## src/rtl/flash_addr_pkg.sv

```systemverilog
// Shared types and constants for the flash sample-address sequencer.
// Optional feature macro used by the design: FLASH_ADDR_WRAP_EN.
package flash_addr_pkg;

    localparam int ADDR_W   = 23;
    localparam int SAMPLE_W = 16;
    localparam int WORD_W   = 32;

    localparam logic [ADDR_W-1:0] ADDR_MAX_DEF = 23'h7FFFF;
    localparam logic [ADDR_W-1:0] ADDR_MIN_DEF = 23'h000000;

    typedef enum logic [2:0] {
        IDLE      = 3'd0,
        WAIT_TICK = 3'd1,
        REQ       = 3'd2,
        WAIT_FIN  = 3'd3,
        EMIT      = 3'd4
    } state_t;

    // Pick one 16-bit sample out of a fetched word. Forward playback takes
    // the low half first; backward playback takes the high half first.
    function automatic logic [SAMPLE_W-1:0] pick_half(
        input logic [WORD_W-1:0] word,
        input logic              forward,
        input logic              second
    );
        return (forward ^ second) ? word[15:0] : word[31:16];
    endfunction

endpackage

```

## src/rtl/flash_addr_sequencer_addr_step.sv

```systemverilog
// Combinational next-address generator for the sample region.
// With FLASH_ADDR_WRAP_EN defined the address wraps at the region edges;
// otherwise it holds at the edge and the boundary flag tells the FSM to stop.
module addr_step
    import flash_addr_pkg::*;
#(
    parameter logic [ADDR_W-1:0] ADDR_MAX = ADDR_MAX_DEF,
    parameter logic [ADDR_W-1:0] ADDR_MIN = ADDR_MIN_DEF
) (
    input  logic [ADDR_W-1:0] addr,
    input  logic              forward,
    output logic [ADDR_W-1:0] next_addr,
    output logic              at_boundary
);

    // Step one word in the playback direction and flag the region edge.
    always_comb begin
        at_boundary = forward ? (addr == ADDR_MAX) : (addr == ADDR_MIN);
        next_addr   = forward ? (addr + ADDR_W'(1)) : (addr - ADDR_W'(1));
        if (at_boundary) begin
`ifdef FLASH_ADDR_WRAP_EN
            next_addr = forward ? ADDR_MIN : ADDR_MAX;
`else
            next_addr = addr;
`endif
        end
    end

endmodule

```

## src/rtl/flash_addr_sequencer.sv

```systemverilog
// Flash sample-address sequencer: fetches 32-bit words from a flash reader
// and plays them back as two 16-bit samples, one per sample tick.
// Optional feature macro: FLASH_ADDR_WRAP_EN (wrap at region boundaries
// instead of stopping).
module flash_addr_sequencer
    import flash_addr_pkg::*;
#(
    parameter logic [ADDR_W-1:0] ADDR_MAX = ADDR_MAX_DEF,
    parameter logic [ADDR_W-1:0] ADDR_MIN = ADDR_MIN_DEF
) (
    input  logic                clk,
    input  logic                rst,
    input  logic                sample_tick,
    input  logic                play,
    input  logic                direction,
    input  logic                restart,
    output logic [ADDR_W-1:0]   address_to_reader,
    output logic                start,
    input  logic                finish,
    input  logic [WORD_W-1:0]   word_data,
    output logic [SAMPLE_W-1:0] audio_sample,
    output logic                audio_valid,
    output logic                overrun,
    output logic                end_reached
);

`ifdef FLASH_ADDR_WRAP_EN
    localparam bit WRAP_EN = 1'b1;
`else
    localparam bit WRAP_EN = 1'b0;
`endif

    state_t                state_reg;
    logic [ADDR_W-1:0]     addr_reg;
    logic                  start_reg;
    logic [SAMPLE_W-1:0]   sample_reg;
    logic                  valid_reg;
    logic                  overrun_reg;
    logic                  end_reg;
    logic                  restart_pend_reg;
    logic                  half_pend_reg;
    logic [WORD_W-1:0]     word_reg;
    logic                  fwd_reg;
    logic                  halted_reg;

    logic [ADDR_W-1:0]     step_addr;
    logic                  at_boundary;
    logic                  restart_any;
    logic [ADDR_W-1:0]     restart_addr;
    logic                  halt_now;

    addr_step #(
        .ADDR_MAX (ADDR_MAX),
        .ADDR_MIN (ADDR_MIN)
    ) u_addr_step (
        .addr        (addr_reg),
        .forward     (fwd_reg),
        .next_addr   (step_addr),
        .at_boundary (at_boundary)
    );

    // A restart seen this cycle counts as pending so it can beat a same-cycle tick.
    assign restart_any  = restart | restart_pend_reg;
    assign restart_addr = direction ? ADDR_MIN : ADDR_MAX;
    // Without wrapping, finishing the last word of the region parks the FSM.
    assign halt_now     = !WRAP_EN && half_pend_reg && at_boundary;

    // Playback FSM with all outputs registered.
    always_ff @(posedge clk or posedge rst) begin
        if (rst) begin
            state_reg        <= IDLE;
            addr_reg         <= ADDR_MIN;
            start_reg        <= 1'b0;
            sample_reg       <= '0;
            valid_reg        <= 1'b0;
            overrun_reg      <= 1'b0;
            end_reg          <= 1'b0;
            restart_pend_reg <= 1'b0;
            half_pend_reg    <= 1'b0;
            word_reg         <= '0;
            fwd_reg          <= 1'b1;
            halted_reg       <= 1'b0;
        end else begin
            valid_reg <= 1'b0;
            end_reg   <= 1'b0;
            if (restart) begin
                restart_pend_reg <= 1'b1;
            end

            case (state_reg)
                IDLE: begin
                    if (restart_any) begin
                        addr_reg         <= restart_addr;
                        half_pend_reg    <= 1'b0;
                        restart_pend_reg <= 1'b0;
                        halted_reg       <= 1'b0;
                    end else if (play && !halted_reg) begin
                        state_reg <= WAIT_TICK;
                    end
                end

                WAIT_TICK: begin
                    if (restart_any) begin
                        // Restart wins over a coincident tick; the tick is simply dropped.
                        addr_reg         <= restart_addr;
                        half_pend_reg    <= 1'b0;
                        restart_pend_reg <= 1'b0;
                        if (!play) begin
                            state_reg <= IDLE;
                        end
                    end else if (!play) begin
                        state_reg <= IDLE;
                    end else if (sample_tick) begin
                        if (half_pend_reg) begin
                            // Second half is already in hand; no flash access needed.
                            state_reg  <= EMIT;
                            valid_reg  <= 1'b1;
                            sample_reg <= pick_half(word_reg, fwd_reg, 1'b1);
                        end else begin
                            state_reg <= REQ;
                            start_reg <= 1'b1;
                            fwd_reg   <= direction;
                        end
                    end
                end

                REQ, WAIT_FIN: begin
                    if (sample_tick) begin
                        overrun_reg <= 1'b1;
                    end
                    if (finish) begin
                        start_reg <= 1'b0;
                        word_reg  <= word_data;
                        if (restart_any) begin
                            // Fetched data is discarded; jump straight to the region start.
                            addr_reg         <= restart_addr;
                            half_pend_reg    <= 1'b0;
                            restart_pend_reg <= 1'b0;
                            state_reg        <= play ? WAIT_TICK : IDLE;
                        end else begin
                            state_reg  <= EMIT;
                            valid_reg  <= 1'b1;
                            sample_reg <= pick_half(word_data, fwd_reg, 1'b0);
                        end
                    end else if (state_reg == REQ) begin
                        state_reg <= WAIT_FIN;
                    end
                end

                EMIT: begin
                    if (sample_tick) begin
                        overrun_reg <= 1'b1;
                    end
                    if (half_pend_reg) begin
                        half_pend_reg <= 1'b0;
                        addr_reg      <= step_addr;
                        if (at_boundary) begin
                            end_reg <= 1'b1;
                        end
                        if (halt_now) begin
                            halted_reg <= 1'b1;
                        end
                    end else begin
                        half_pend_reg <= 1'b1;
                    end
                    state_reg <= (halt_now || !play) ? IDLE : WAIT_TICK;
                end

                default: begin
                    state_reg <= IDLE;
                    start_reg <= 1'b0;
                end
            endcase
        end
    end

    assign address_to_reader = addr_reg;
    assign start             = start_reg;
    assign audio_sample      = sample_reg;
    assign audio_valid       = valid_reg;
    assign overrun           = overrun_reg;
    assign end_reached       = end_reg;

endmodule

```

## config.mk

```make
export PLATFORM = sky130hd
export DESIGN_NAME = flash_addr_sequencer
export DESIGN_NICKNAME = d
export VERILOG_FILES = /design/src/rtl/flash_addr_pkg.sv /design/src/rtl/flash_addr_sequencer_addr_step.sv /design/src/rtl/flash_addr_sequencer.sv
export SDC_FILE = /design/constraint.sdc
export NUM_CORES = 1
export LEC_CHECK = 0
export CAP_MARGIN = 20
export CORE_MARGIN = 5
export CORE_UTILIZATION = 45
export CTS_CLUSTER_SIZE = 28
export DETAILED_ROUTE_END_ITERATION = 10
export PLACE_DENSITY = 0.7
export SYNTH_ARGS = -nofsm -noshare
export SYNTH_HDL_FRONTEND = slang
export SYNTH_SLANG_ARGS = --single-unit
export TNS_END_PERCENT = 5
```

## constraint.sdc

```tcl
create_clock -name clk -period 3.3 [get_ports clk]
set_input_delay 0.495 -clock clk [delete_from_list [all_inputs] [get_ports clk]]
set_output_delay 0.495 -clock clk [all_outputs]
set_load 0.005 [all_outputs]
```

==> qor.csv, run 1 <==
stage,metric,value,unit
timing,final hold vios,0,
global_route,total congestion overflow,0,
hold_path,hold depth,2,
power,Lkg Pwr,2.57,nW
final_layout,"commonest cells after routing, fill and taps aside","81 x dfrtp_1, 81 x clkdlybuf4s50_1, 48 x mux2_2",
setup_path,worst-path fanout max,14,
placement,HPWL Detailed,8860,um
synth,synth warn,0,
floorplan,Die Span Y,114,um
global_route,vias in the first global route,4007,
final_layout,Largest register FFs,32,
drt,Via Count,3844,
synth,"area leader, netlist",dfrtp_1,
final_layout,Layout area overhead,24.1,%
setup_path,CP Class,flip-flop to flip-flop,
drt,First-pass DRT Iterations,4,
floorplan,Initial Util,45.4,%
cts,clk sinks,82,
synth,flop and latch count out of synthesis,82,
setup_path,"Req. time, crit path",3580,ps
floorplan,Top Ports,82,
power,PwrDens,984,mW/mm^2
cts,CTS tree,built,
setup_path,crit path DAT,3100,ps
drt,DRC viols,0,
global_route,first-pass GRT wire length,20200,um
placement,dpl cells,653,
setup_path,endpoint kind of the worst setup timing path,flip-flop,
status,status,finished clean,
timing,RSZ-0062 raised after global routing,no,
floorplan,Core ar.,0.0107,sq mm
global_route,GRT Resource Usage Total,19.2,%
cts,post-CTS sizing,0,
drt,routed vias/inst,5.75,
cts,Clock H-tree levels,3,
synth,ys async rst share,100,%
final_layout,fraction of layout cells with a size suffix above 1,18.7,%
timing,Period minus WS final,2820,ps
hold_path,Hold WC Path Type,flip-flop to flip-flop,
global_route,initial antenna violation count,0,
timing,final setup violation count,0,
synth,mapped cell area,0.00488,sq mm
synth,register area share after synthesis,42.0,%
synth,Yosys top cell area share,41.5,%
drt,Antenna Nets Post-Route,0,
setup_path,CP Launch Type,flip-flop,
timing,setup TNS,0,ps
synth,Post-synth EDFFs,0,
floorplan,Rows,38,
timing,"Slew Viols, Final",0,
synth,Yosys cell types,59,
timing,clock skew,12.4,ps
floorplan,die area,0.0130,sq mm
flow_run,max_cap viols,0,
cts,Post-CTS Hold Buffers,0,
synth,synth top area cells,"dfrtp_1 42%, mux2_2 11%, mux4_2 7.4%, ha_1 5.4%, a21oi_1 3.5%",
drt,First DRT Iteration DRCs,163,
final_layout,Final nets,585,
timing,Slew HR,50.5,%
drt,wire per inst,17.9,um
synth,syn nets,504,
final_layout,Util after Layout,56.4,%
timing,fmax,354,MHz
timing,final hold slack,484,ps
cts,CTS buffer count,9,
floorplan,die width,114,um
synth,Synth Instances,443,
cts,clk root buf,clkbuf_8,
synth,Synth Flop Type,dfrtp_1,
cts,postcts setup bufs,0,
timing,Tcrit/Tclk final,85.5,%
timing,worst-margin pin slew,741,ps
final_layout,"non-filler cells, final",669,
cts,"CTS clk-pin slew, worst paths",90,ps
cts,clk buf depth,2,
cts,"Clk Latency, worst-skew pair",360,ps
final_layout,ANT cells,0,
placement,IO buf count,81,
placement,gp weighted congestion,0.920,
power,worst vdd ir,652,uV
drt,drt total wl,12000,um
global_route,largest net degree at the start of global routing,43,
synth,Mapped Avg Cell Area,11.0,sq um
setup_path,number of cells on the worst reg-to-reg path,9,
==> logic make-up after synthesis <==
logic type      count (synthesis)  share of synthesized area (%)
simple gates                  107                           11.6
fa+ha+maj                      22                           5.79
flops                          82                           42.0
buf+inv                        29                           2.64
compound gates                118                           15.7
xor+xnor                       20                           3.59
mux                            65                           18.7
==> metrics by stage <==
step                cell area [sq um]  total power, mW  worst slack [ps]
floorplan                        4880             4.12              51.2
global placement                 5850             5.12               589
detailed placement               5850             5.20               511
CTS                              6060             5.98               507
global route                     6060             6.44               252
finish                           6060             5.96               478
==> power breakdown <==
group          leakage [nW]  switching, mW  internal [mW]
Clock                 0.103          0.387          0.378
Combinational          1.44           1.72           1.75
Sequential             1.02          0.319           1.41
==> synthesized netlist by cell type, drive strengths merged (2+ instances only) <==
cell and number:
nor4 3, buf 12, nand3b 2, o21a 4, a211oi 3, nand3 2
a21boi 2, nand2b 9, a221oi 3, o21ai 32, and3 3, a221o 7
xnor2 9, dfrtp 81, nor2b 3, nor3 3, nor2 22, a21oi 35
nand4 11, nand2 32, or4 6, xor2 11, mux2 48, clkbuf 7
mux4 16, ha 21, and2 5, o211ai 7, a31oi 3, inv 10
a21o 11, a211o 2
==> area by class of cell <==
type	instances	area, sq um
repair buffers	89	883
clock buffers	10	138
well taps	140	175
clock inverters	6	72.6
multi-input cells	332	2700
inverters	10	38.8
flip-flops and latches	82	2050
fillers	955	4680
==> path summary, 6_finish.rpt <==
kind / from / to / slack [ps]
min in group asynchronous: rst / word_reg[6] / 560
hold reg to reg: audio_sample[2] / audio_sample[2] / 480
max in group asynchronous: rst / audio_sample[11] / 2070
setup / recovery: fwd_reg / address_to_reader[22] / 480
setup reg to reg: fwd_reg / address_to_reader[22] / 480
hold / removal: audio_sample[2] / audio_sample[2] / 480
==> critical path, cell delays in order (launching register included) <==
cell and delay [ps]:
dfstp_2 540, inv_1 240, buf_4 280, ha_1 400, nand4_1 190, nor3_1 340, a21boi_0 260, o221ai_1 180
nand2b_1 190, a21oi_2 120
==> per-layer routing <==
metal  vias up  global-route usage [%]  wire length [um]
met3         6                    3.70               594
met1      1919                    26.9              5620
met4         0                    4.28               109
met2        90                    31.3              5670
li1       1829                       -                 -
met5         -                       0                 0
Power figures use the tool's default switching activity.
==> run 2: changes to the inputs <==
--- a/config.mk
+++ b/config.mk
@@ -8,7 +8,6 @@
 export CAP_MARGIN = 20
 export CORE_MARGIN = 5
 export CORE_UTILIZATION = 45
-export CTS_CLUSTER_SIZE = 28
 export DETAILED_ROUTE_END_ITERATION = 10
 export PLACE_DENSITY = 0.7
 export SYNTH_ARGS = -nofsm -noshare
==> results of run 2 <==
Final layout, timing and power as in run 1 (identical DEF).
==> run 3: changes to the inputs <==
--- a/config.mk
+++ b/config.mk
@@ -10,6 +10,7 @@
 export CORE_UTILIZATION = 45
 export DETAILED_ROUTE_END_ITERATION = 10
 export PLACE_DENSITY = 0.7
+export RECOVER_POWER = 50
 export SYNTH_ARGS = -nofsm -noshare
 export SYNTH_HDL_FRONTEND = slang
 export SYNTH_SLANG_ARGS = --single-unit
==> qor.csv, run 3 (synthesized netlist as in run 1, its figures left out) <==
stage,metric,value,unit
timing,RSZ-0062 raised after global routing,no,
timing,fmax,353,MHz
global_route,busiest grt layer,met2,
status,failing checks,"max-capacitance violations, max-slew violations",
setup_path,endpoint kind of the worst setup timing path,flip-flop,
final_layout,Layout area overhead,24.0,%
floorplan,die area,0.0130,sq mm
final_layout,ANT cells,0,
cts,"CTS clk-pin slew, worst paths",90,ps
timing,Tcrit/Tclk final,85.9,%
timing,clock skew,13.3,ps
placement,dpl cells,653,
timing,final hold vios,0,
cts,clk sinks,82,
flow_run,max_cap viols,1,
floorplan,Core ar.,0.0107,sq mm
setup_path,worst-path fanout max,14,
placement,IO buf count,81,
power,Lkg Pwr,2.58,nW
drt,Via Count,3860,
cts,postcts setup bufs,0,
global_route,GRT met1 Usage,26.9,%
drt,First-pass DRT Iterations,4,
drt,DRC viols,0,
cts,Clock H-tree levels,3,
drt,First DRT Iteration DRCs,151,
drt,routed vias/inst,5.77,
timing,setup TNS,0,ps
timing,final setup violation count,0,
cts,Post-CTS Hold Buffers,0,
floorplan,Initial Util,45.4,%
drt,Antenna Nets Post-Route,0,
floorplan,die width,114,um
floorplan,Rows,38,
power,PwrDens,980,mW/mm^2
cts,clk root buf,clkbuf_8,
final_layout,fraction of layout cells with a size suffix above 1,18.1,%
setup_path,CP Launch Type,flip-flop,
final_layout,"non-filler cells, final",669,
placement,Placed Instance Area,0.00585,sq mm
setup_path,CP Class,flip-flop to flip-flop,
global_route,vias in the first global route,4007,
power,worst vdd ir,658,uV
cts,CTS tree,built,
drt,drt total wl,12000,um
final_layout,Final nets,585,
global_route,initial antenna violation count,0,
drt,wire per inst,17.9,um
global_route,GRT Resource Usage Total,19.2,%
hold_path,Hold WC Path Type,flip-flop to flip-flop,
final_layout,Util after Layout,56.3,%
timing,Slew HR,-26.5,%
final_layout,"leading cell type in the layout, fill and taps excluded",dfrtp_1,
global_route,M2 GR Usage,31.3,%
cts,clk buf depth,2,
timing,worst-margin pin slew,1890,ps
setup_path,crit path DAT,3120,ps
cts,post-CTS sizing,0,
setup_path,"Req. time, crit path",3580,ps
cts,CTS buffer count,9,
timing,"Slew Viols, Final",41,
cts,"Clk Latency, worst-skew pair",360,ps
global_route,total congestion overflow,0,
status,status,finished with violations,
global_route,met3 Usage GRT,3.70,%
final_layout,fillers,958,
final_layout,Largest register FFs,32,
floorplan,Top Ports,82,
final_layout,"commonest cells after routing, fill and taps aside","81 x dfrtp_1, 63 x clkdlybuf4s50_1, 47 x mux2_2",
timing,Period minus WS final,2840,ps
global_route,first-pass GRT wire length,20200,um
placement,HPWL Detailed,8860,um
global_route,largest net degree at the start of global routing,43,
placement,gp weighted congestion,0.920,
floorplan,Die Span Y,114,um
final_layout,final instance area,0.00605,sq mm
==> run 3: cell count changes in the layout (fill, tap and decap cells not counted), sizes merged <==
cell | previous run | this run
dlygate4sd3 | 0 | 18
clkbuf | 10 | 12
clkinv | 3 | 2
clkinvlp | 1 | 2
clkdlybuf4s50 | 81 | 63
buf | 8 | 6
==> run 3: per-stage QoR <==
stage               setup slack, ps  hold slack, ps  total power, mW
floorplan                      51.2             459             4.12
global placement                589             460             5.12
detailed placement              511             469             5.20
CTS                             507             493             5.98
global route                    251             520             6.41
finish                          464             479             5.93
==> run 3: path summary, 6_finish.rpt <==
| path | startpoint | end | slack [ps] | depth (start not counted) |
|---|---|---|---|---|
| worst min-delay path | audio_sample[2] | audio_sample[2] | 480 | 2 |
| max in group asynchronous | rst | audio_sample[11] | 1340 | 3 |
| worst min register to register | audio_sample[2] | audio_sample[2] | 480 | 2 |
| worst max-delay path | fwd_reg | address_to_reader[22] | 460 | 9 |
| min in group asynchronous | rst | word_reg[6] | 1060 | 2 |
| worst max register to register | fwd_reg | address_to_reader[22] | 460 | 9 |
==> run 3: cell type report <==
type	instances	area, sq um	area share (%)
clock buffer	10	138	2.27
clock inverter	6	72.6	1.20
inverter	10	38.8	0.641
multi-input combinational	332	2700	44.6
sequential	82	2050	33.9
tap	140	175	2.89
timing repair buffer	89	876	14.5
==> run 3: report_power, final <==
group          switching [mW]  internal [mW]  leakage (nW)
Sequential              0.315           1.41          1.02
Clock                   0.387          0.378         0.103
Combinational            1.72           1.72          1.45
Total                    2.42           3.51          2.58
==> run 3: worst max-delay path: stages, from the launching register on <==
cell and delay, ps:
dfstp_2 540, inv_1 240, buf_4 280, ha_1 400
nand4_1 190, nor3_1 340, a21boi_0 270, o221ai_1 190
nand2b_1 190, a21oi_2 120
==> run 3: routing by layer <==
layer | wire length, um | vias up | part of all wire (%)
li1 | - | 1833 | -
met1 | 5670 | 1932 | 47
met2 | 5650 | 89 | 47
met3 | 572 | 6 | 4.8
met4 | 109 | 0 | 0.91
met5 | 0 | - | 0
